<file path="src/rtl/sort_out_serializer_if.sv">
// rtl/sort_out_serializer_if.sv - vector-in / element-out handshake bundle for sort_out_serializer
interface sort_out_serializer_if #(
  parameter int DATA_WIDTH = 8
);
  logic                      in_val;
  logic                      in_rdy;
  logic [8*DATA_WIDTH-1:0]   in_data;
  logic                      out_val;
  logic                      out_rdy;
  logic [DATA_WIDTH-1:0]     out_data;
  logic [2:0]                out_idx;
  logic                      out_last;

  modport slave (
    input  in_val, in_data, out_rdy,
    output in_rdy, out_val, out_data, out_idx, out_last
  );

  modport master (
    output in_val, in_data, out_rdy,
    input  in_rdy, out_val, out_data, out_idx, out_last
  );
endinterface

</file>
<file path="src/rtl/sort_out_serializer.sv">
// rtl/sort_out_serializer.sv - serializes a sorted 8-lane vector, checks order, counts vectors
module sort_out_serializer #(
  parameter int DATA_WIDTH = 8,
  parameter int CNT_WIDTH  = 16
) (
  input  logic                 clk,
  input  logic                 rst_n,
  sort_out_serializer_if.slave bus,
  input  logic                 err_clr,
  output logic                 sort_err,
  output logic [CNT_WIDTH-1:0] vec_cnt
);

  typedef enum logic {S_IDLE = 1'b0, S_SHIFT = 1'b1} state_t;

  state_t                  r_state;
  state_t                  w_next;
  logic [8*DATA_WIDTH-1:0] r_vec;
  logic [2:0]              r_idx;
  logic [DATA_WIDTH-1:0]   r_prev;
  logic                    r_err;
  logic [CNT_WIDTH-1:0]    r_cnt;

  logic [DATA_WIDTH-1:0]   w_lane [8];
  logic [DATA_WIDTH-1:0]   w_cur;
  logic                    w_last;
  logic                    w_out_hs;
  logic                    w_in_rdy;
  logic                    w_in_hs;

  for (genvar k = 0; k < 8; k++) begin : g_lane
    assign w_lane[k] = r_vec[k*DATA_WIDTH +: DATA_WIDTH];
  end

  assign w_cur    = w_lane[r_idx];
  assign w_last   = (r_idx == 3'd7);
  assign w_out_hs = (r_state == S_SHIFT) && bus.out_rdy;
  assign w_in_hs  = bus.in_val && w_in_rdy;

  always_ff @(posedge clk or negedge rst_n) begin
    if (!rst_n) begin
      r_state <= S_IDLE;
    end else begin
      r_state <= w_next;
    end
  end

  always_comb begin
    w_next = r_state;
    case (r_state)
      S_IDLE:  if (w_in_hs) w_next = S_SHIFT;
      S_SHIFT: if (w_out_hs && w_last) w_next = bus.in_val ? S_SHIFT : S_IDLE;
      default: w_next = S_IDLE;
    endcase
  end

  // in_rdy looks through out_rdy so the next vector loads on the final element's edge.
  always_comb begin
    w_in_rdy     = 1'b0;
    bus.out_val  = 1'b0;
    bus.out_data = '0;
    bus.out_idx  = 3'd0;
    bus.out_last = 1'b0;
    case (r_state)
      S_IDLE: begin
        w_in_rdy = 1'b1;
      end
      S_SHIFT: begin
        w_in_rdy     = w_last && bus.out_rdy;
        bus.out_val  = 1'b1;
        bus.out_data = w_cur;
        bus.out_idx  = r_idx;
        bus.out_last = w_last;
      end
      default: begin
        w_in_rdy = 1'b0;
      end
    endcase
  end

  assign bus.in_rdy = w_in_rdy;

  // Loading a vector only happens in IDLE or on the idx7 handshake, so it never races the increment.
  always_ff @(posedge clk or negedge rst_n) begin
    if (!rst_n) begin
      r_vec  <= '0;
      r_idx  <= 3'd0;
      r_prev <= '0;
      r_err  <= 1'b0;
      r_cnt  <= '0;
    end else begin
      if (w_in_hs) begin
        r_vec <= bus.in_data;
        r_idx <= 3'd0;
      end else if (w_out_hs && !w_last) begin
        r_idx  <= r_idx + 3'd1;
        r_prev <= w_cur;
      end
      if (w_out_hs && w_last) begin
        r_cnt <= r_cnt + {{(CNT_WIDTH-1){1'b0}}, 1'b1};
      end
      if (w_out_hs && (r_idx != 3'd0) && (w_cur < r_prev)) begin
        r_err <= 1'b1;
      end else if (err_clr) begin
        r_err <= 1'b0;
      end
    end
  end

  assign sort_err = r_err;
  assign vec_cnt  = r_cnt;

endmodule
</file>
<file path="src/flat_wrapper.sv">
// flat-port wrapper written by rule: the top's interface ports become plain ports
module sort_out_serializer_flat 
#(
  parameter int DATA_WIDTH = 8,
  parameter int CNT_WIDTH  = 16
)
  (clk, rst_n, err_clr, sort_err, vec_cnt, bus_in_val, bus_in_data, bus_out_rdy, bus_in_rdy, bus_out_val, bus_out_data, bus_out_idx, bus_out_last);
  sort_out_serializer_if #(.DATA_WIDTH(DATA_WIDTH)) bus_i ();
  input  logic clk;
  input  logic rst_n;
  input  logic err_clr;
  output logic sort_err;
  output logic [CNT_WIDTH-1:0] vec_cnt;
  input wire logic [$bits(bus_i.in_val)-1:0] bus_in_val;
  input wire logic [$bits(bus_i.in_data)-1:0] bus_in_data;
  input wire logic [$bits(bus_i.out_rdy)-1:0] bus_out_rdy;
  output wire logic [$bits(bus_i.in_rdy)-1:0] bus_in_rdy;
  output wire logic [$bits(bus_i.out_val)-1:0] bus_out_val;
  output wire logic [$bits(bus_i.out_data)-1:0] bus_out_data;
  output wire logic [$bits(bus_i.out_idx)-1:0] bus_out_idx;
  output wire logic [$bits(bus_i.out_last)-1:0] bus_out_last;
  assign bus_i.in_val = bus_in_val;
  assign bus_i.in_data = bus_in_data;
  assign bus_i.out_rdy = bus_out_rdy;
  assign bus_in_rdy = bus_i.in_rdy;
  assign bus_out_val = bus_i.out_val;
  assign bus_out_data = bus_i.out_data;
  assign bus_out_idx = bus_i.out_idx;
  assign bus_out_last = bus_i.out_last;
  sort_out_serializer #(.DATA_WIDTH(DATA_WIDTH), .CNT_WIDTH(CNT_WIDTH)) u_core (.clk(clk), .rst_n(rst_n), .bus(bus_i), .err_clr(err_clr), .sort_err(sort_err), .vec_cnt(vec_cnt));
endmodule
</file>
<file path="config.mk">
export PLATFORM = sky130hd
export DESIGN_NAME = sort_out_serializer_flat
export DESIGN_NICKNAME = d
export VERILOG_FILES = /design/src/rtl/sort_out_serializer_if.sv /design/src/rtl/sort_out_serializer.sv /design/src/flat_wrapper.sv
export SDC_FILE = /design/constraint.sdc
export NUM_CORES = 1
export LEC_CHECK = 0
export BUFFER_PORTS_ARGS = -buffer_cell sky130_fd_sc_hd__buf_2
export CAP_MARGIN = 20
export CORE_MARGIN = 1
export CORE_UTILIZATION = 45
export DETAILED_ROUTE_END_ITERATION = 7
export PLACE_DENSITY_LB_ADDON = 0.1
export SKIP_LAST_GASP = 1
export SLEW_MARGIN = 20
export SYNTH_ARGS = -nofsm -noshare
export SYNTH_HDL_FRONTEND = slang
export SYNTH_SLANG_ARGS = --single-unit
</file>
<file path="constraint.sdc">
create_clock -name clk -period 3.1 [get_ports clk]
set_input_delay 0.775 -clock clk [delete_from_list [all_inputs] [get_ports clk]]
set_output_delay 0.775 -clock clk [all_outputs]
set_load 0.05 [all_outputs]
</file>
* Yosys cells after proc, flatten, opt, wreduce, memory -nomap -nowiden
Cells that the tools add are included.
Word-level totals: register bits 93, output and inout port bits 31, logic and storage cells 42
Cells by class: add/sub/neg operators 2, $lt $le $gt $ge 2, equality and inequality tests 1, mux-type cells 16, bitwise gates (word level) 3, reduce and logical (&&, ||, !) cells 12
Operators by type and width (number):
- binary-select mux 8 bit (select 3 bit) | 1
- 2-to-1 mux 8 bit | 3
- adder 16 x 1 -> 16 bit, second input constant | 1
- 2-to-1 mux 3 bit | 3
- less-than comparator 8 bit | 1
- logical AND 1 bit | 7
- 2-to-1 mux 1 bit | 7
- >= comparator 4 bit, second input constant | 1
- NOT 3 -> 4 bit | 1
- case mux 1 bit (2 select lines) | 2
- nonzero test 2 bit | 2
- adder 3 x 1 -> 3 bit, second input constant | 1
- equality test 3 bit, second input constant | 1
- nonzero test 3 bit | 1
- NOT 1 bit | 2
- AND reduction 2 bit | 1
- logical NOT 1 bit | 1

* Logic depth before layout (Yosys ltp)
Gate-level depths: netlist of run 1.
depth after elaboration 7, mapped depth 10, mapped depth without buffers 8

* Worst setup path before layout of run 1
No wires, ideal clock.
path kind register to output, start reg u_core.r_state, end out bus_out_data[0], arrival 1.734 ns, path slack 0.591 ns, stages on the path, launching flop included 4, path buffers 1, path through dfrtp_1 -> buf_4 -> clkinv_1 -> nor2_1
On the way: word-level cells in the longest chain between the ends 1
RTL lines:
- start, declared | RTL line sort_out_serializer.sv:16 | state_t r_state;
- start signal, assigned | RTL line sort_out_serializer.sv:44 | r_state <= w_next;
- 2-to-1 mux 8 bit | RTL line sort_out_serializer.sv:64 | case (r_state)
- end, declared | RTL line flat_wrapper.sv:19 | output wire logic [$bits(bus_i.out_data)-1:0] bus_out_data;
Every way passes these cells.

* Worst setup path after layout of run 1
start reg u_core.r_idx[0], end out bus_out_data[1]
On the way: word-level cells in the longest chain between the ends 5
RTL lines:
- start, declared | RTL line sort_out_serializer.sv:19 | logic [2:0] r_idx;
- start signal, assigned | RTL line sort_out_serializer.sv:96 | r_idx <= r_idx + 3'd1;
- NOT 3 -> 4 bit (not written as such) | RTL line sort_out_serializer.sv:35 | assign w_cur = w_lane[r_idx];
- binary-select mux 8 bit (select 3 bit) | RTL line sort_out_serializer.sv:35
- 2-to-1 mux 8 bit (not written as such) (2 in series) | RTL line sort_out_serializer.sv:35
- 2-to-1 mux 8 bit | RTL line sort_out_serializer.sv:64
Every way passes these cells. The select of a mux whose other input is x is not followed.

==> impl_metrics.csv, run 1 <==
group,metric,value,unit
worst_setup_path,critPathBufInv,2,
final_layout,final_nets,501,
clock_network,clkSinkCount,93,
detailed_routing,drt_iter0_markers,90,
final_layout,most-common-layout-cells,"98 x buf_2, 92 x dfrtp_1, 31 x mux2_2",
clock_network,root_buffer,"clkbuf_8",
clock_network,postCtsSetupBuffers,0,
floorplan,die-area,10460,µm²
timing,fin_worst_skew,0.008787,ns
final_layout,num-fill-cells,868,
timing,maxSlewViolCount,0,
placed_design,place_ws,0.2812,ns
power,leakage,2.595,nW
detailed_routing,viasPerCell,4.962,
floorplan,start_util,46.29,%
global_routing,grt.overflow.total,0,
worst_setup_path,slowest_stage,"mux4_1",
worst_setup_path,cp.required,2.32,ns
final_layout,regArea,2328,µm²
timing,maxSlewHeadroom,53.96,%
timing,setup_viol,0,
final_layout,syn_to_final_growth,18.36,%
detailed_routing,drc,0,
logic_synthesis,synthTopCellsByArea,"dfrtp_1 51%, mux2_4 9.0%, mux2_2 7.7%",
logic_synthesis,synth_enable_flop_cells,0,
timing,grt_setup_unrepaired,"no",
worst_setup_path,crit_path_start_kind,"flip-flop",
global_routing,grt_pass1_wl,14590,µm
worst_setup_path,path_class,"reg2out",
worst_setup_path,rrSetupSlack,0.33,ns
timing,fmax,335.1,MHz
final_layout,final_common_cell,"buf_2",
worst_setup_path,crit_chain,"buf_6, mux4_1, mux2i_2, nor2_1, buf_2",
power,power_density,1112,nW/µm²
clock_network,cts_made_buffers,9,
worst_setup_path,cpLargestDelayFamily,"multiplexers",
detailed_routing,drt-wirelength-per-cell,16.25,µm
timing,hold_violations,0,
worst_setup_path,worstSetupEndpointType,"primary output",
final_layout,utilization,54.79,%
run,drv_cap,0,
logic_synthesis,seq_area_frac_synth,51.44,%
timing,period_needed,2.985,ns
floorplan,die_y,102.3,µm
logic_synthesis,yosys.area.top_type,"dfrtp_1",
logic_synthesis,netlist.area_leader.share,51.44,%
min_path,min-delay-path-class,"in2async",
timing,fin_crit_sh,96.28,%
floorplan,row_count,36,
detailed_routing,drt_pass1_iterations,4,
clock_network,cts_buffer_depth,2,
logic_synthesis,synth-seq-cells,93,
final_layout,drive_gt1_share,47.29,%
detailed_routing,drt-total-wl,9066,µm
final_layout,diodes,0,
clock_network,htreeDepth,3,
floorplan,core,9774,µm²
logic_synthesis,async_reset_ff_share,100.0,%
power,peakVddDrop,0.5187,mV
timing,tns,0,ns
logic_synthesis,ys.flop_type,"dfrtp_1",
logic_synthesis,synthCells,320,
global_routing,grt_pass1_vias,2837,
logic_synthesis,synth_nets,400,
logic_synthesis,synth_area,4524,µm²
logic_synthesis,yosysUniqueCellTypes,40,
placed_design,hpwl,6540,µm
global_routing,grt_max_degree,68,
outcome,status,"finished clean",
timing,setup_ws,0.1154,ns
clock_network,clock_latency,0.36,ns
logic_synthesis,ys_warn_count,0,
placed_design,io_buffers,99,
placed_design,gp_congestion,0.7310,
logic_synthesis,avgSynthCellArea,14.14,µm²
final_layout,multiInputGateArea,2021,µm²
floorplan,io_pins,100,
worst_setup_path,cp_max_fo,10,
placed_design,placed_cell_area,5139,µm²
worst_setup_path,cp_slowest_stage_delay,0.58,ns
floorplan,die_x,102.3,µm
worst_setup_path,worstPathArrival,2.21,ns
clock_network,cts_tree,"built",
clock_network,clkTransAtPathRegs,0.08,ns
global_routing,gr-usage-all-layers,19.08,%
detailed_routing,ant_nets,0,
final_layout,final_area,5355,µm²
detailed_routing,vias,2769,
global_routing,antenna_found_initial,1,
timing,tightest_slew,0.6906,ns
==> state kept, by name, indices dropped and copies added, names as in the netlist <==
signal	cells
u_core.r_prev	8
u_core.r_state	1
u_core.r_idx	3
u_core.r_vec	64
u_core.vec_cnt	16
u_core.sort_err	1
==> per-stage QoR <==
stage          hold WS [ns]  power, mW  cells
5_1_grt              0.4233      6.390    558
3_5_place_dp         0.4617      5.144    543
6_report             0.3890      5.954    558
2_1_floorplan        0.4492      4.431    320
3_3_place_gp         0.4600      5.065    543
4_1_cts              0.4057      6.006    558
==> worst paths after layout <==
kind                                     from                 end  depth (start not counted)
setup reg to reg              u_core.r_idx[0]     u_core.sort_err                          7
hold / removal                          rst_n  u_core.vec_cnt[12]                          1
max in group asynchronous               rst_n    u_core.r_vec[34]                          2
setup / recovery              u_core.r_idx[0]     bus_out_data[1]                          5
min in group clk           u_core.vec_cnt[15]  u_core.vec_cnt[15]                          1
hold reg to reg            u_core.vec_cnt[15]  u_core.vec_cnt[15]                          1
==> per-layer routing <==
| layer | wire length (µm) | GRT usage [%] | vias up |
|---|---|---|---|
| li1 | - | - | 1335 |
| met1 | 4349 | 26.93 | 1355 |
| met2 | 4244 | 28.91 | 67 |
| met3 | 360 | 4.378 | 10 |
| met4 | 101 | 6.923 | 2 |
| met5 | 10 | 0 | - |
==> what timing repair did <==
item / in CTS / in global routing
gates cloned: 0 / 0
setup endpoints to repair: 4 / 4
endpoints found under the hold margin: 0 / 0
hold buffers: 0 / 0
resized for setup: 2 / 3
==> kinds of logic after synthesis <==
logic type,count (synthesis),share of synthesized area (%)
and+or+nand+nor,60,6.775
adders and majority gates,11,3.042
DFF,93,51.44
muxes,91,29.45
AOI/OAI and AO/OA,16,1.991
xor gates and xnor gates,16,3.097
buffers and inverters,33,4.203
==> cells in the mapped netlist (all sizes together), types with 2 or more instances <==
| cell | number |
|---|---|
| and3 | 4 |
| nor2b | 2 |
| nor3 | 2 |
| mux4 | 16 |
| mux2i | 10 |
| a21oi | 3 |
| o21ai | 9 |
| xnor2 | 11 |
| buf | 14 |
| nor2 | 16 |
| nand2 | 15 |
| nand3 | 7 |
| and2 | 4 |
| nand4 | 6 |
| dfrtp | 93 |
| inv | 17 |
| o211ai | 2 |
| ha | 11 |
| mux2 | 65 |
| xor2 | 5 |
==> power breakdown <==
| group | internal, mW | switching, mW | leakage [nW] |
|---|---|---|---|
| clock | 0.413 | 0.414 | 0.0947 |
| sequential | 1.73 | 0.308 | 1.15 |
| combinational | 1.38 | 1.71 | 1.35 |
==> cell type report <==
type | count | share of cell area (%)
multi-input combinational | 194 | 37.73
inverter | 18 | 1.262
tap | 133 | 3.107
clock buffer | 12 | 2.897
clock inverter | 3 | 0.8411
timing repair buffer | 105 | 10.68
sequential | 93 | 43.48
No activity file was read; power rests on OpenSTA's default activity.
==> run 2: changes to the inputs <==
--- a/config.mk
+++ b/config.mk
@@ -5,12 +5,15 @@
 export SDC_FILE = /design/constraint.sdc
 export NUM_CORES = 1
 export LEC_CHECK = 0
+export ABC_AREA = 0
 export BUFFER_PORTS_ARGS = -buffer_cell sky130_fd_sc_hd__buf_2
 export CAP_MARGIN = 20
 export CORE_MARGIN = 1
 export CORE_UTILIZATION = 45
+export CTS_BUF_LIST = sky130_fd_sc_hd__clkbuf_4
 export DETAILED_ROUTE_END_ITERATION = 7
 export PLACE_DENSITY_LB_ADDON = 0.1
+export RECOVER_POWER = 50
 export SKIP_LAST_GASP = 1
 export SLEW_MARGIN = 20
 export SYNTH_ARGS = -nofsm -noshare
==> run 2 against run 1 <==
Net effect: the run now ends with capacitance limit, slew limit left; final cell count rose by 0.36%; critical path depth did not move; sequential share of layout area rose by 0.51 points; utilization fell by 0.64 points; die area did not move; sequential cell count did not move; setup slack improved by 0.035 ns; highest routed layer unchanged; combinational power rose by 3%; cell area fell by 1.2%.
==> impl_metrics.csv, run 2 (synthesized netlist as in run 1, its figures left out) <==
group,metric,value,unit
timing,fin_crit_sh,95.16,%
final_layout,final_area,5293,µm²
global_routing,met3_usage,4.788,%
final_layout,final_nets,503,
final_layout,diodes,0,
global_routing,gr-usage-all-layers,19.20,%
clock_network,clock_latency,0.44,ns
worst_setup_path,cp_max_fo,10,
final_layout,most-common-layout-cells,"92 x dfrtp_1, 89 x buf_2, 31 x mux2_2",
power,peakVddDrop,0.4633,mV
worst_setup_path,path_class,"reg2out",
placed_design,io_buffers,99,
clock_network,htreeDepth,3,
clock_network,cts_tree,"built",
outcome,violations,"capacitance limit, slew limit",
worst_setup_path,crit_path_start_kind,"flip-flop",
timing,maxSlewHeadroom,-50.73,%
final_layout,final_cells,560,
min_path,min-delay-path-class,"reg2reg",
placed_design,dp.cells,543,
global_routing,antenna_found_initial,1,
floorplan,die_x,102.3,µm
timing,setup_viol,0,
power,power_density,1102,nW/µm²
outcome,status,"finished, violations left",
power,comb_power_share,54.3,%
timing,fmax,339.0,MHz
timing,hold_violations,0,
worst_setup_path,cpLargestDelayFamily,"multiplexers",
worst_setup_path,cp.required,2.32,ns
power,swShare,41.83,%
placed_design,hpwl,6540,µm
detailed_routing,drc,0,
floorplan,die_y,102.3,µm
final_layout,largest_register_ffs,64,
global_routing,gr-usage-met1,27.11,%
worst_setup_path,critPathBufInv,2,
run,drv_cap,1,
clock_network,clkSinkCount,93,
worst_setup_path,regToRegStartpoint,"u_core.r_idx[0]",
worst_setup_path,slowest_stage,"mux4_1",
global_routing,grtUsageMet2,28.81,%
final_layout,utilization,54.15,%
power,p_seq_share,34.6,%
global_routing,grt_pass1_vias,2824,
worst_setup_path,worstPathArrival,2.18,ns
final_layout,drive_gt1_share,45.20,%
detailed_routing,viasPerCell,4.975,
global_routing,grt.overflow.total,0,
detailed_routing,ant_nets,0,
global_routing,grt-busiest-layer,"met2",
floorplan,row_count,36,
timing,maxSlewViolCount,40,
timing,tns,0,ns
global_routing,grt_pass1_wl,14610,µm
timing,fin_worst_skew,0.01149,ns
detailed_routing,drt-total-wl,9083,µm
clock_network,clkTransAtPathRegs,0.14,ns
timing,grt_setup_unrepaired,"no",
final_layout,syn_to_final_growth,16.98,%
detailed_routing,drt-wirelength-per-cell,16.22,µm
worst_setup_path,worstSetupEndpointType,"primary output",
power,power.switching,2.440,mW
final_layout,num-fill-cells,886,
clock_network,cts_buffer_depth,2,
timing,tightest_slew,2.261,ns
final_layout,top_register,"u_core.r_vec",
floorplan,die-area,10460,µm²
detailed_routing,vias,2786,
placed_design,gp_congestion,0.7310,
clock_network,cts_made_buffers,9,
floorplan,core,9774,µm²
placed_design,placed_cell_area,5139,µm²
worst_setup_path,crit_chain,"buf_6, mux4_1, mux2i_4, nor2_1, buf_2",
floorplan,start_util,46.29,%
power,p_total,5.833,mW
final_layout,final_common_cell,"dfrtp_1",
detailed_routing,drt_pass1_iterations,4,
power,p_clk_share,11.1,%
power,leakage,2.529,nW
clock_network,root_buffer,"clkbuf_4",
detailed_routing,drt_iter0_markers,110,
worst_setup_path,crit_start,"u_core.r_idx[0]",
timing,period_needed,2.950,ns
floorplan,io_pins,100,
min_path,min_from,"u_core.vec_cnt[15]",
global_routing,grt_max_degree,68,
power,internal-power,3.393,mW
worst_setup_path,cp_slowest_stage_delay,0.62,ns
## run 2: cell count changes in the layout (fill, tap and decap cells not counted), sizes merged
cell | previous run | this run
clkinv | 1 | 3
clkbuf | 12 | 20
buf | 105 | 97
## run 2: routing by layer
metal,share of wire (%),vias to the layer above
met4,1.5,2
met5,0.11,-
li1,-,1337
met1,48,1370
met3,3.9,13
met2,46,64
## run 2: power groups by stage
stage | Sequential [mW] | Combinational (mW) | Clock, mW
finish | 2.02 | 3.17 | 0.648
global route | 2.09 | 3.45 | 0.728
CTS | 2.02 | 3.15 | 0.673
detailed placement | 2.06 | 3.09 | 0
global placement | 2.05 | 3.02 | 0
floorplan | 2.02 | 2.41 | 0
## run 2: cell type report
type                    count  area [µm²]  area share (%)
clock buffers              10       75.07           1.418
clock inverters             5       52.55          0.9929
inverters                  18       67.56           1.277
multi-input cells         194        2031           38.37
flip-flops and latches     93        2328           44.00
well taps                 133       166.4           3.144
repair buffers            107       571.8           10.80
## run 2: stage by stage
stage	setup slack, ns	hold WS (ns)
detailed placement	0.2812	0.4617
global route	0.007667	0.4979
global placement	0.3657	0.4600
finish	0.1500	0.4761
floorplan	0.5912	0.4492
CTS	0.08588	0.3087
## run 2: path summary, 6_finish.rpt
kind                                 endpoint  slack (ns)  cells after the start
max                           bus_out_data[1]        0.15                      5
min                        u_core.vec_cnt[15]        0.48                      1
max reg2reg                   u_core.sort_err        0.36                      8
min reg2reg                u_core.vec_cnt[15]        0.48                      1
max in group asynchronous     u_core.r_idx[0]        0.67                      1
min in group asynchronous  u_core.vec_cnt[12]        0.99                      1
## run 2: repair_timing
item | in CTS | in global routing
endpoints found under the hold margin | 0 | 0
resized for setup | 4 | 4
buffers inserted | 2 | 0
hold buffers | 0 | 0
setup endpoints to repair | 7 | 4
pin swaps | 0 | 0
==> run 3: changes to the inputs <==
--- a/config.mk
+++ b/config.mk
@@ -8,6 +8,8 @@
 export ABC_AREA = 0
 export BUFFER_PORTS_ARGS = -buffer_cell sky130_fd_sc_hd__buf_2
 export CAP_MARGIN = 20
+export CELL_PAD_IN_SITES_DETAIL_PLACEMENT = 0
+export CELL_PAD_IN_SITES_GLOBAL_PLACEMENT = 1
 export CORE_MARGIN = 1
 export CORE_UTILIZATION = 45
 export CTS_BUF_LIST = sky130_fd_sc_hd__clkbuf_4
==> run 3 against run 2 <==
Net effect: the flow still finishes with violations (capacitance limit, slew limit); utilization is 0.42 points higher; largest power group unchanged; non-clock buffer count is 1 higher; global-route usage up 0.32 points; total power is 2.0% higher; clock power up 18%; die area unchanged; setup slack lost 0.020 ns; register-to-register slack is essentially flat; critical path type unchanged; clock-buffer cell count increased by 1; final cell count grew 0.36%; combinational power fell by 2%; maximum frequency fell by 0.66%.
==> impl_metrics.csv, run 3 (synthesized netlist as in run 1, its figures left out) <==
group,metric,value,unit
outcome,status,"finished, violations left",
outcome,violations,"capacitance limit, slew limit",
final_layout,top_register,"u_core.r_vec",
power,leakage,2.556,nW
timing,tightest_slew,2.348,ns
worst_setup_path,cp_max_fo,10,
final_layout,most-common-layout-cells,"92 x dfrtp_1, 88 x buf_2, 31 x mux2_2",
global_routing,grt_max_degree,54,
run,drv_cap,1,
clock_network,cts_made_buffers,9,
detailed_routing,drc,0,
placed_design,hpwl,6897,µm
clock_network,clkTransAtPathRegs,0.14,ns
power,p_total,5.947,mW
timing,fmax,336.7,MHz
global_routing,grt_pass1_vias,2873,
detailed_routing,drt_pass1_iterations,4,
worst_setup_path,slowest_stage,"mux4_1",
timing,fin_worst_skew,0.01796,ns
power,peakVddDrop,0.6394,mV
worst_setup_path,cp_slowest_stage_delay,0.59,ns
final_layout,final_nets,504,
floorplan,io_pins,100,
clock_network,postCtsSetupBuffers,0,
min_path,min-delay-path-class,"reg2reg",
timing,maxSlewViolCount,41,
worst_setup_path,worstPathArrival,2.19,ns
worst_setup_path,crit_chain,"buf_12, mux4_1, mux2i_2, nor2_1, buf_2",
timing,maxSlewHeadroom,-56.55,%
final_layout,drive_gt1_share,45.45,%
worst_setup_path,cpLargestDelayFamily,"multiplexers",
final_layout,largest_register_ffs,64,
clock_network,cts_buffer_depth,2,
clock_network,root_buffer,"clkbuf_4",
floorplan,die_x,102.3,µm
detailed_routing,drt-total-wl,9355,µm
floorplan,die-area,10460,µm²
timing,fin_crit_sh,95.80,%
detailed_routing,vias,2845,
worst_setup_path,critPathBufInv,2,
detailed_routing,ant_nets,0,
placed_design,gp_congestion,0.7536,
final_layout,diodes,0,
worst_setup_path,crit_path_start_kind,"flip-flop",
clock_network,htreeDepth,3,
global_routing,antenna_found_initial,0,
final_layout,multiInputGateArea,2018,µm²
timing,hold_violations,0,
final_layout,final_common_cell,"dfrtp_1",
placed_design,io_buffers,99,
clock_network,cts_tree,"built",
timing,period_needed,2.970,ns
min_path,min_from,"u_core.vec_cnt[15]",
timing,grt_setup_unrepaired,"no",
clock_network,clkSinkCount,93,
worst_setup_path,regToRegStartpoint,"u_core.r_idx[0]",
final_layout,regArea,2328,µm²
final_layout,syn_to_final_growth,17.89,%
worst_setup_path,cp.required,2.32,ns
worst_setup_path,path_class,"reg2out",
final_layout,num-fill-cells,880,
floorplan,start_util,46.29,%
detailed_routing,drt-wirelength-per-cell,16.65,µm
global_routing,grt_pass1_wl,14940,µm
detailed_routing,viasPerCell,5.062,
power,power_density,1115,nW/µm²
worst_setup_path,worstSetupEndpointType,"primary output",
floorplan,row_count,36,
global_routing,grt.overflow.total,0,
timing,setup_viol,0,
timing,tns,0,ns
clock_network,clock_latency,0.44,ns
detailed_routing,drt_iter0_markers,81,
global_routing,gr-usage-all-layers,19.52,%
worst_setup_path,crit_start,"u_core.r_idx[0]",
floorplan,core,9774,µm²
floorplan,die_y,102.3,µm
run 3: metrics by stage:
| step | cell area, µm² | cells | hold WS (ns) | util [%] | setup slack, ns |
|---|---|---|---|---|---|
| detailed placement | 5174 | 546 | 0.4655 | 52.93 | 0.3544 |
| global placement | 5174 | 546 | 0.4585 | 52.93 | 0.4021 |
| CTS | 5341 | 562 | 0.2942 | 54.65 | 0.03852 |
| global route | 5334 | 562 | 0.5114 | 54.57 | 0.001310 |
| finish | 5334 | 562 | 0.4865 | 54.57 | 0.1303 |
| floorplan | 4524 | 320 | 0.4492 | - | 0.5912 |
run 3: what timing repair did:
| action | in CTS | in global routing |
|---|---|---|
| hold endpoints to repair | 0 | 0 |
| hold buffers | 0 | 0 |
| gates resized for setup | 1 | 4 |
| setup endpoints to repair | 2 | 4 |
| cloned | 0 | 0 |
| pin swaps | 0 | 0 |
run 3: final timing paths:
| check | to | slack, ns | depth (start not counted) |
|---|---|---|---|
| worst min-delay path | u_core.vec_cnt[15] | 0.49 | 1 |
| worst max register to register | u_core.sort_err | 0.37 | 8 |
| min in group asynchronous | u_core.vec_cnt[12] | 1.01 | 1 |
| max in group asynchronous | u_core.r_idx[2] | 0.57 | 1 |
| worst max-delay path | bus_out_data[7] | 0.13 | 5 |
| worst min register to register | u_core.vec_cnt[15] | 0.49 | 1 |
run 3: power by group:
group          switching [mW]  internal (mW)  total, mW
registers               0.338           1.72       2.06
clock network           0.415          0.348      0.763
logic                    1.71           1.41       3.12
run 3: cell type report:
type	instances	share of cell area (%)
Inverter	18	1.267
Multi-Input combinational cell	194	37.84
Sequential cell	93	43.65
Timing Repair Buffer	108	11.00
Clock buffer	11	1.548
Clock inverter	5	1.572
Tap cell	133	3.120
run 3: routing by layer:
layer  GRT usage, %  vias to the layer above  share of wire, %
met3          3.146                       11               3.7
li1               -                     1350                 -
met1          27.03                     1407                47
met2          31.23                       77                47
met5              0                        -                 0
met4          6.923                        0               1.5
